==> config.mk <==
export PLATFORM = sky130hd
export DESIGN_NAME = md5_block_feeder
export DESIGN_NICKNAME = d
export VERILOG_FILES = /design/src/rtl/md5_block_feeder.sv
export SDC_FILE = /design/constraint.sdc
export NUM_CORES = 1
export LEC_CHECK = 0
export CORE_UTILIZATION = 45
export CTS_BUF_LIST = sky130_fd_sc_hd__clkbuf_4 sky130_fd_sc_hd__clkbuf_8
export DETAILED_ROUTE_END_ITERATION = 7
export GPL_ROUTABILITY_DRIVEN = 0
export PLACE_DENSITY_LB_ADDON = 0.1
export SLEW_MARGIN = 20
export SYNTH_ARGS = -nofsm -noshare
export SYNTH_HDL_FRONTEND = slang
export SYNTH_SLANG_ARGS = --single-unit
==> constraint.sdc <==
create_clock -name clk_i -period 24.4 [get_ports clk_i]
set_clock_uncertainty 0.2 [all_clocks]
set_input_delay 4.88 -clock clk_i [delete_from_list [all_inputs] [get_ports clk_i]]
set_output_delay 4.88 -clock clk_i [all_outputs]
set_load 0.005 [all_outputs]
==> src/rtl/md5_block_feeder.sv <==
// MD5 message feeder: packs a byte stream into 512-bit little-endian blocks,
// applies MD5 padding and hands each block downstream under valid/ready.
module md5_block_feeder #(
    parameter int unsigned N = 32
) (
    input  logic         clk_i,
    input  logic         rst_i,
    input  logic         in_valid_i,
    output logic         in_ready_o,
    input  logic [7:0]   in_data_i,
    input  logic         in_keep_i,
    input  logic         in_last_i,
    output logic         blk_valid_o,
    input  logic         blk_ready_i,
    output logic         blk_last_o,
    output logic [N-1:0] M_o [0:15],
    output logic [63:0]  bit_len_o
);

    typedef enum logic [2:0] {
        StAbsorb,
        StMark,
        StZero,
        StLen,
        StEmit
    } state_e;

    state_e      state_q, state_d;
    state_e      ret_q, ret_d;
    logic [6:0]  pos_q, pos_d;
    logic [6:0]  pos_inc;
    logic [63:0] len_q, len_d;
    logic [63:0] bit_len_q, bit_len_d;
    logic        last_q, last_d;
    logic [N-1:0] m_q [16];
    logic        wr_en;
    logic [7:0]  wr_byte;

    assign pos_inc = pos_q + 7'd1;

    always_comb begin
        state_d   = state_q;
        ret_d     = ret_q;
        pos_d     = pos_q;
        len_d     = len_q;
        bit_len_d = bit_len_q;
        last_d    = last_q;
        wr_en     = 1'b0;
        wr_byte   = in_data_i;
        unique case (state_q)
            StAbsorb: begin
                if (in_valid_i) begin
                    if (in_keep_i) begin
                        wr_en = 1'b1;
                        pos_d = pos_inc;
                        len_d = len_q + 64'd1;
                    end
                    if (in_last_i) begin
                        bit_len_d = {len_d[60:0], 3'b000};
                        if (pos_d == 7'd64) begin
                            state_d = StEmit;
                            ret_d   = StMark;
                        end else begin
                            state_d = StMark;
                        end
                    end else if (pos_d == 7'd64) begin
                        state_d = StEmit;
                        ret_d   = StAbsorb;
                    end
                end
            end
            StMark: begin
                wr_en   = 1'b1;
                wr_byte = 8'h80;
                pos_d   = pos_inc;
                if (pos_inc == 7'd56) begin
                    state_d = StLen;
                end else if (pos_inc == 7'd64) begin
                    state_d = StEmit;
                    ret_d   = StZero;
                end else begin
                    state_d = StZero;
                end
            end
            StZero: begin
                // Entered below 56 only when the length fits; above 56 we run to 64.
                wr_en   = 1'b1;
                wr_byte = 8'h00;
                pos_d   = pos_inc;
                if (pos_inc == 7'd56) begin
                    state_d = StLen;
                end else if (pos_inc == 7'd64) begin
                    state_d = StEmit;
                    ret_d   = StZero;
                end
            end
            StLen: begin
                wr_en   = 1'b1;
                wr_byte = bit_len_q[{pos_q[2:0], 3'b000} +: 8];
                pos_d   = pos_inc;
                if (pos_inc == 7'd64) begin
                    state_d = StEmit;
                    ret_d   = StAbsorb;
                    last_d  = 1'b1;
                end
            end
            StEmit: begin
                if (blk_ready_i) begin
                    state_d = ret_q;
                    pos_d   = 7'd0;
                    if (last_q) begin
                        last_d = 1'b0;
                        len_d  = 64'd0;
                    end
                end
            end
            default: state_d = StAbsorb;
        endcase
    end

    always_ff @(posedge clk_i or posedge rst_i) begin
        if (rst_i) begin
            state_q   <= StAbsorb;
            ret_q     <= StAbsorb;
            pos_q     <= 7'd0;
            len_q     <= 64'd0;
            bit_len_q <= 64'd0;
            last_q    <= 1'b0;
            for (int i = 0; i < 16; i++) begin
                m_q[i] <= '0;
            end
        end else begin
            state_q   <= state_d;
            ret_q     <= ret_d;
            pos_q     <= pos_d;
            len_q     <= len_d;
            bit_len_q <= bit_len_d;
            last_q    <= last_d;
            if (wr_en) begin
                m_q[pos_q[5:2]][{pos_q[1:0], 3'b000} +: 8] <= wr_byte;
            end
        end
    end

    always_comb begin
        for (int i = 0; i < 16; i++) begin
            M_o[i] = m_q[i];
        end
    end

    assign in_ready_o  = (state_q == StAbsorb);
    assign blk_valid_o = (state_q == StEmit);
    assign blk_last_o  = last_q;
    assign bit_len_o   = bit_len_q;

endmodule

==> metrics.csv, run 1 <==
metric;value;unit
status;complete, no violations;
synth_common_cells;nand2_1 (690), dfrtp_1 (647), o21ai_0 (591);
period_share;32.9;%
max_cap_viol_count;0;
clkTransAtPathRegs;0.06;ns
max_freq;0.125;GHz
synth_flop_cell;dfrtp_1;
slew_headroom;14.4;%
utilization;60.6;%
htreeDepth;3;
dpl.hpwl;63.1;mm
drt_wl_total;90.3;mm
hold_class;register to register;
fin_crit;8.02;ns
reg2reg_slack;20.54;ns
grt_start_max_net_pins;190;
dieWidth;243;um
synth_cell_type_count;63;
drc;0;
viasPerCell;5.40;
worst_slew_pin_slew;1.27;ns
drt_iter0_drc;1885;
yosysMostFrequentCell;nand2_1;
worstPathArrival;8.54;ns
cts_buffers;107;
worstSetupPathType;primary input to asynchronous set/reset pin;
nNetsFinal;3225;
crit_fanout;94;
drt-pass1-iter-count;5;
rsz0062_at_grt;no;
routedWlPerCell;22.3;um
required;24.91;ns
startpoint_type;primary input;
hold_start;M_o[63];
grt_overflow;0;
worstReg2RegEnd;M_o[21];
die_h;243;um
clockRootBuffer;clkbuf_8;
cts_buffer_depth;3;
grt_pass1_wl;137;mm
tritoncts;yes;
clock_sinks;647;
grt_pass1_vias;21300;
port_buffers;589;
synth_area_leaders;dfrtp_1 (62%), o21ai_0 (11%), nand2_1 (9.9%);
synth-seq-area-share;61.8;%
rr_startpoint;pos_q[1];
grt_usage;30.6;%
worstHoldPathCells;2;
p_total;3.26;mW
cellLeakagePower;14.7;nW
post-cts-setup-buffers;0;
clock_latency;0.71;ns
synth.top_cell.area_share;61.8;%
ctsResizeCount;0;
dieArea;59200;sq um
ctsHoldBuffers;0;
place_inst;3859;
dpl-instance-area;32600;sq um
synthArstFlopShare;100;%
power_density;93.3;nW/um^2
syn_inst;2658;
worstSetupEndpointType;asynchronous set/reset pin;
post_synth.cell_area_avg;9.85;sq um
rr_worst_depth;6;
min_to;M_o[63];
setup_tns;0;ns
syn_area;26200;sq um
antenna_found_initial;3;
pin_count;593;
hold_viol;0;
crit_start;rst_i;
coreArea;57600;sq um
synth_edf_count;0;
syn_to_final_growth;33.3;%
layout-drive-gt1-share;7.85;%
final_max_slew_viol_count;0;
final_cell_count_no_fill;4055;
ys_ff_latch;647;
setup-violations-final;0;
postRouteAntennaNets;0;
initial_core_util;45.5;%
yosysWarnings;0;
irDropWorstVdd;0.0507;mV
yosysTopAreaCell;dfrtp_1;
rows;88;
vias;21900;
fin_area;34900;sq um
-- worst max-delay path: stages --
cell and delay [ns]:
clkdlybuf4s50_1 0.49, inv_8 0.47, buf_4 0.80, buf_4 0.86
buf_4 0.83
-- through the flow --
stage | hold slack, ns | setup slack (ns)
detailed placement | 0.269 | 15.50
global placement | 0.260 | 15.60
CTS | 0.282 | 16.27
global route | 0.298 | 15.85
floorplan | 0.273 | 1.19
finish | 0.276 | 16.38
-- state kept, by name, indices dropped and copies added (netlist names) --
name,count
pos_q,7
len_q,61
M_o,512
state_q,3
bit_len_o,61
blk_last_o,1
ret_q,2
-- worst max path at each step --
stage                           to
after floorplan             M_o[0]
after global placement    M_o[192]
after detailed placement  M_o[194]
after CTS                 M_o[101]
after global routing      M_o[229]
final                     M_o[101]
-- layout make-up --
class	count	area [sq um]
clock buffers	177	2150
inverters	12	52.6
multi-input cells	1822	9270
fillers	4858	22700
flip-flops and latches	647	16200
diodes	2	5.00
repair buffers	614	6120
well taps	765	957
clock inverters	16	146
-- cells in the final DEF, fill, tap and decap left out, types with 25 or more instances in the layout --
| master | n |
|---|---|
| clkdlybuf4s50_1 | 589 |
| a21oi_1 | 81 |
| xor2_1 | 25 |
| o21ai_0 | 590 |
| nor2_1 | 102 |
| nand2_1 | 688 |
| clkbuf_4 | 45 |
| dfrtp_1 | 647 |
| clkbuf_8 | 132 |
| nand3_1 | 34 |
| xnor2_1 | 40 |
-- where the power goes --
group | switching, mW | total (mW) | internal, mW
combinational | 0.466 | 0.868 | 0.401
clock | 0.444 | 1.01 | 0.567
sequential | 0.147 | 1.38 | 1.23
total | 1.06 | 3.26 | 2.20
-- logic make-up after synthesis --
| logic type | synth area share [%] |
|---|---|
| xor+xnor | 2.17 |
| compound gates | 15.2 |
| mux | 1.71 |
| flops | 61.8 |
| buf+inv | 2.91 |
| simple gates | 15.8 |
| fa+ha+maj | 0.334 |
| other cells | 0.0143 |
-- metal layers --
metal | up-vias | GRT usage, % | routed length [um]
li1 | 10100 | - | -
met1 | 10800 | 39.7 | 37600
met2 | 818 | 47.3 | 41400
met3 | 187 | 8.95 | 7400
met4 | 2 | 13.9 | 3890
met5 | - | 0 | 13
Power figures use the tool's default switching activity.
==> run 2: changes to the inputs <==
clock period = 7.3 ns   (was 24.4 ns; I/O delays follow)
==> run 2 against run 1 <==
Against the previous run: via count up 0.44%; clock power rose to 3.3 times the previous value; worst setup slack worse by 13 ns; utilization up 0.057 points; flip-flop and latch count unchanged; largest cell class unchanged; highest routed layer unchanged.
==> metrics.csv, run 2 (synthesized netlist as in run 1, its figures left out) <==
metric;value;unit
status;complete, no violations;
crit_start;in_keep_i;
dieWidth;243;um
mostFrequentLayoutCells;nand2_1 (688), dfrtp_1 (647), o21ai_0 (591);
max_freq;0.235;GHz
vias;22000;
power_density;312;nW/um^2
routedWlPerCell;22.5;um
pin_count;593;
required;7.66;ns
drt_wl_total;91.2;mm
worstSetupPathType;primary input to register;
hold_viol;0;
clock_sinks;647;
seq_power_share;42.0;%
swShare;32.3;%
rsz0062_at_grt;no;
port_buffers;589;
antenna_found_initial;2;
p_total;10.9;mW
cts_buffer_depth;3;
crit_slowest_cell;clkdlybuf4s50_1;
tritoncts;yes;
clock_power_share;31.0;%
switchingPower;3.52;mW
dpl.hpwl;64.3;mm
period_share;58.3;%
cts_buffers;106;
grt_start_max_net_pins;136;
crit_chain;clkdlybuf4s50_1 > nand4_1 > or4_4 > or4_1 > nor3_2 > o21ai_0 > a21o_1;
crit_fanout;19;
post-cts-setup-buffers;0;
hold_start;M_o[333];
die_h;243;um
drc;0;
rows;88;
final_max_slew_viol_count;0;
worst_slew_pin_slew;1.17;ns
p_int;7.37;mW
reg2reg_slack;3.68;ns
clkTransAtPathRegs;0.06;ns
ctsResizeCount;0;
dieArea;59200;sq um
viasPerCell;5.43;
dp_slack;2.37;ns
postRouteAntennaNets;0;
initial_core_util;45.5;%
max_cap_viol_count;0;
slowest_delay;0.88;ns
clockRootBuffer;clkbuf_8;
grt_pass1_vias;21300;
coreArea;57600;sq um
grt_pass1_wl;137;mm
final_common_cell;nand2_1;
irDropWorstVdd;0.218;mV
setup-violations-final;0;
utilization;60.7;%
cellLeakagePower;14.8;nW
worstSetupEndpointType;register;
power_frac_comb;26.9;%
nNetsFinal;3228;
largest_reg_flops;512;
grt_overflow;0;
grt_usage;30.8;%
worstPathArrival;4.61;ns
fin_crit;4.25;ns
rr_startpoint;pos_q[0];
drt-pass1-iter-count;5;
clock_latency;0.70;ns
startpoint_type;primary input;
timing.final.ws_setup;3.05;ns
layout-drive-gt1-share;7.85;%
slew_headroom;21.9;%
ctsHoldBuffers;0;
drt_iter0_drc;1685;
syn_to_final_growth;33.4;%
htreeDepth;3;
hold_class;register to register;
run 2: critical path, delay by kind of cell:
family / cells / cell delay [ns]
AO/OA/AOI/OAI: 2 / 0.32
buffers and inverters: 1 / 0.88
AND/OR/NAND/NOR: 4 / 1.95
run 2: power groups by stage:
stage          combinational [mW]  sequential [mW]  clock [mW]
2_1_floorplan                1.23             4.52           0
3_3_place_gp                 2.89             4.60           0
3_5_place_dp                 2.94             4.62           0
4_1_cts                      2.95             4.57        3.43
5_1_grt                      3.15             4.63        3.60
6_report                     2.93             4.58        3.38
run 2: through the flow:
stage	area [sq um]	TNS, ns	instances	hold slack, ns
2_1_floorplan	26200	-2070.81	2660	0.273
4_1_cts	34900	0	4050	0.282
5_1_grt	34900	0	4051	0.299
3_5_place_dp	32700	0	3864	0.269
3_3_place_gp	32700	0	3864	0.261
6_report	34900	0	4051	0.276
run 2: area by class of cell:
cell class	count	area (sq um)
Tap cell	765	957
Timing Repair Buffer	618	6180
Antenna cell	1	2.50
Inverter	12	48.8
Sequential cell	647	16200
Clock buffer	168	2070
Multi-Input combinational cell	1822	9290
Clock inverter	18	189
Fill cell	4806	22700
run 2: routing by layer:
| metal | track usage [%] | up-vias | part of all wire [%] |
|---|---|---|---|
| met5 | 0 | - | 0.012 |
| met4 | 13.3 | 2 | 4.0 |
| met3 | 7.93 | 179 | 7.8 |
| met2 | 48.9 | 839 | 47 |
| met1 | 40.1 | 10900 | 41 |
| li1 | - | 10100 | - |
run 2: worst paths after layout:
check / to / cells after the start
setup / recovery: len_q[43] / 7
hold / removal: M_o[333] / 2
setup reg to reg: M_o[196] / 6
hold reg to reg: M_o[333] / 2
max in group asynchronous: M_o[387] / 3
min in group asynchronous: M_o[411] / 2
==> run 3: changes to the inputs <==
clock period = 3.6 ns   (was 7.3 ns; I/O delays follow)
==> run 3 against run 2 <==
Against the previous run: critical path depth decreased by 4; first-iteration DRC count fell by 2.8%; die area stayed put; count of clock-buffer cells in the layout up 15; critical endpoint is now in_ready_o; largest power group unchanged; highest routed layer unchanged.
==> metrics.csv, run 3 (synthesized netlist as in run 1, its figures left out) <==
metric;value;unit
status;complete, no violations;
clockRootBuffer;clkbuf_8;
cts_buffer_depth;3;
rr_worst_depth;6;
grt_pass1_wl;136;mm
clkTransAtPathRegs;0.06;ns
nFillCells;4843;
p_int;15.3;mW
switchingPower;7.20;mW
port_buffers;589;
mostFrequentLayoutCells;nand2_1 (689), dfrtp_1 (647), o21ai_0 (591);
antenna_found_initial;4;
fin_area;35600;sq um
cellLeakagePower;15.1;nW
dieArea;59200;sq um
grt_pass1_vias;21400;
tritoncts;yes;
clock_power_share;31.4;%
swShare;32.0;%
grt_overflow;0;
reg2reg_slack;0.24;ns
crit_slowest_cell;clkdlybuf4s50_1;
final_max_slew_viol_count;0;
met3_length;6.73;mm
viasPerCell;5.38;
rr_startpoint;pos_q[2];
rsz0062_at_grt;no;
hold_viol;0;
setup-violations-final;0;
dr_wl_met2;42.4;mm
slowest_delay;0.60;ns
drt_iter0_drc;1638;
largest_reg_flops;512;
required;2.68;ns
die_h;243;um
worstPathArrival;2.50;ns
coreArea;57600;sq um
period_share;95.0;%
worstReg2RegEnd;M_o[287];
max_freq;0.292;GHz
layout-drive-gt1-share;9.76;%
pin_count;593;
worstSetupPathType;register to output port;
htreeDepth;3;
dieWidth;243;um
nNetsFinal;3292;
power_density;632;nW/um^2
top_layer_used;met5;
dpl-instance-area;33200;sq um
hold_class;primary input to asynchronous set/reset pin;
grt_usage;30.4;%
utilization;61.8;%
fin_crit;3.42;ns
seq_power_share;41.6;%
clock_latency;0.71;ns
startpoint_type;register;
irDropWorstVdd;0.454;mV
cts_buffers;108;
max_cap_viol_count;0;
postRouteAntennaNets;0;
crit_chain;or2_2 > nor2_1 > clkdlybuf4s50_1;
vias;22200;
ctsHoldBuffers;0;
drc;0;
drt_wl_total;90.4;mm
grt_start_max_net_pins;152;
routedWlPerCell;21.9;um
worstSetupEndpointType;output port;
critPathTopFamily;simple AND/OR/NAND/NOR gates;
initial_core_util;45.5;%
wl_met1;38.1;mm
worstPathBufferInverterCount;1;
slew_headroom;32.5;%
clock_sinks;647;
crit_cells;3;
syn_to_final_growth;35.8;%
crit_fanout;5;
worst_slew_pin_slew;1.00;ns
final_common_cell;nand2_1;
power_frac_comb;27.0;%
p_total;22.5;mW
drt-pass1-iter-count;7;
dpl.hpwl;64.1;mm
rows;88;
run 3: cell types whose count changed in the layout (fill, tap and decap cells not counted), sizes merged:
| cell | previous run | this run |
|---|---|---|
| buf | 29 | 91 |
| bufinv | 3 | 1 |
| clkbuf | 168 | 183 |
| clkinv | 13 | 9 |
| clkinvlp | 1 | 5 |
| diode | 1 | 2 |
run 3: power groups by stage:
stage	combinational, mW	clock [mW]	sequential, mW
after detailed placement	6.08	0	9.47
after CTS	6.10	7.17	9.36
after floorplan	2.50	0	9.17
after global routing	6.53	7.48	9.48
final	6.07	7.06	9.37
after global placement	6.00	0	9.43
run 3: final cells by class:
type                            instances  area (sq um)  share of cell area (%)
Clock buffer                          183          2260                    6.36
Antenna cell                            2          5.00                  0.0141
Multi-Input combinational cell       1822          9260                    26.0
Timing Repair Buffer                  680          6700                    18.8
Clock inverter                         16           139                   0.390
Sequential cell                       647         16200                    45.5
Inverter                               12          48.8                   0.137
Tap cell                              765           957                    2.69
run 3: repair_timing:
action	CTS	global route
gates resized for setup	0	1
setup buffers	0	0
setup endpoints to repair	0	1
run 3: worst max-delay path by stage:
stage | start | endpoint | slack, ns
after floorplan | rst_i | M_o[0] | -6.16
after global placement | in_keep_i | len_q[47] | 0.07
after detailed placement | in_keep_i | bit_len_o[54] | 0.08
after CTS | state_q[1] | blk_valid_o | 0.14
after global routing | pos_q[0] | M_o[73] | 0.11
final | state_q[1] | in_ready_o | 0.18
run 3: metrics by stage:
stage	hold slack, ns	TNS, ns	instances	setup WS, ns
after floorplan	0.273	-3985.93	2660	-6.16
after global placement	0.262	0	3926	0.0717
final	0.102	0	4127	0.179
after global routing	0.0772	0	4127	0.114
after detailed placement	0.269	0	3926	0.0811
after CTS	0.0450	0	4125	0.138
run 3: per-layer routing:
| metal | global-route usage (%) | vias to the layer above |
|---|---|---|
| met5 | 0 | - |
| met4 | 12.1 | 4 |
| met3 | 7.00 | 145 |
| met2 | 48.1 | 855 |
| met1 | 40.6 | 11000 |
| li1 | - | 10300 |
run 3: worst reg2reg max path, cell delays in order, from the launching register on:
cell     delay (ns)
dfrtp_1        0.86
mux4_2         0.35
mux2_2         0.20
nand2_1        0.06
a31oi_1        0.57
nand2_1        0.65
o21ai_0        0.37
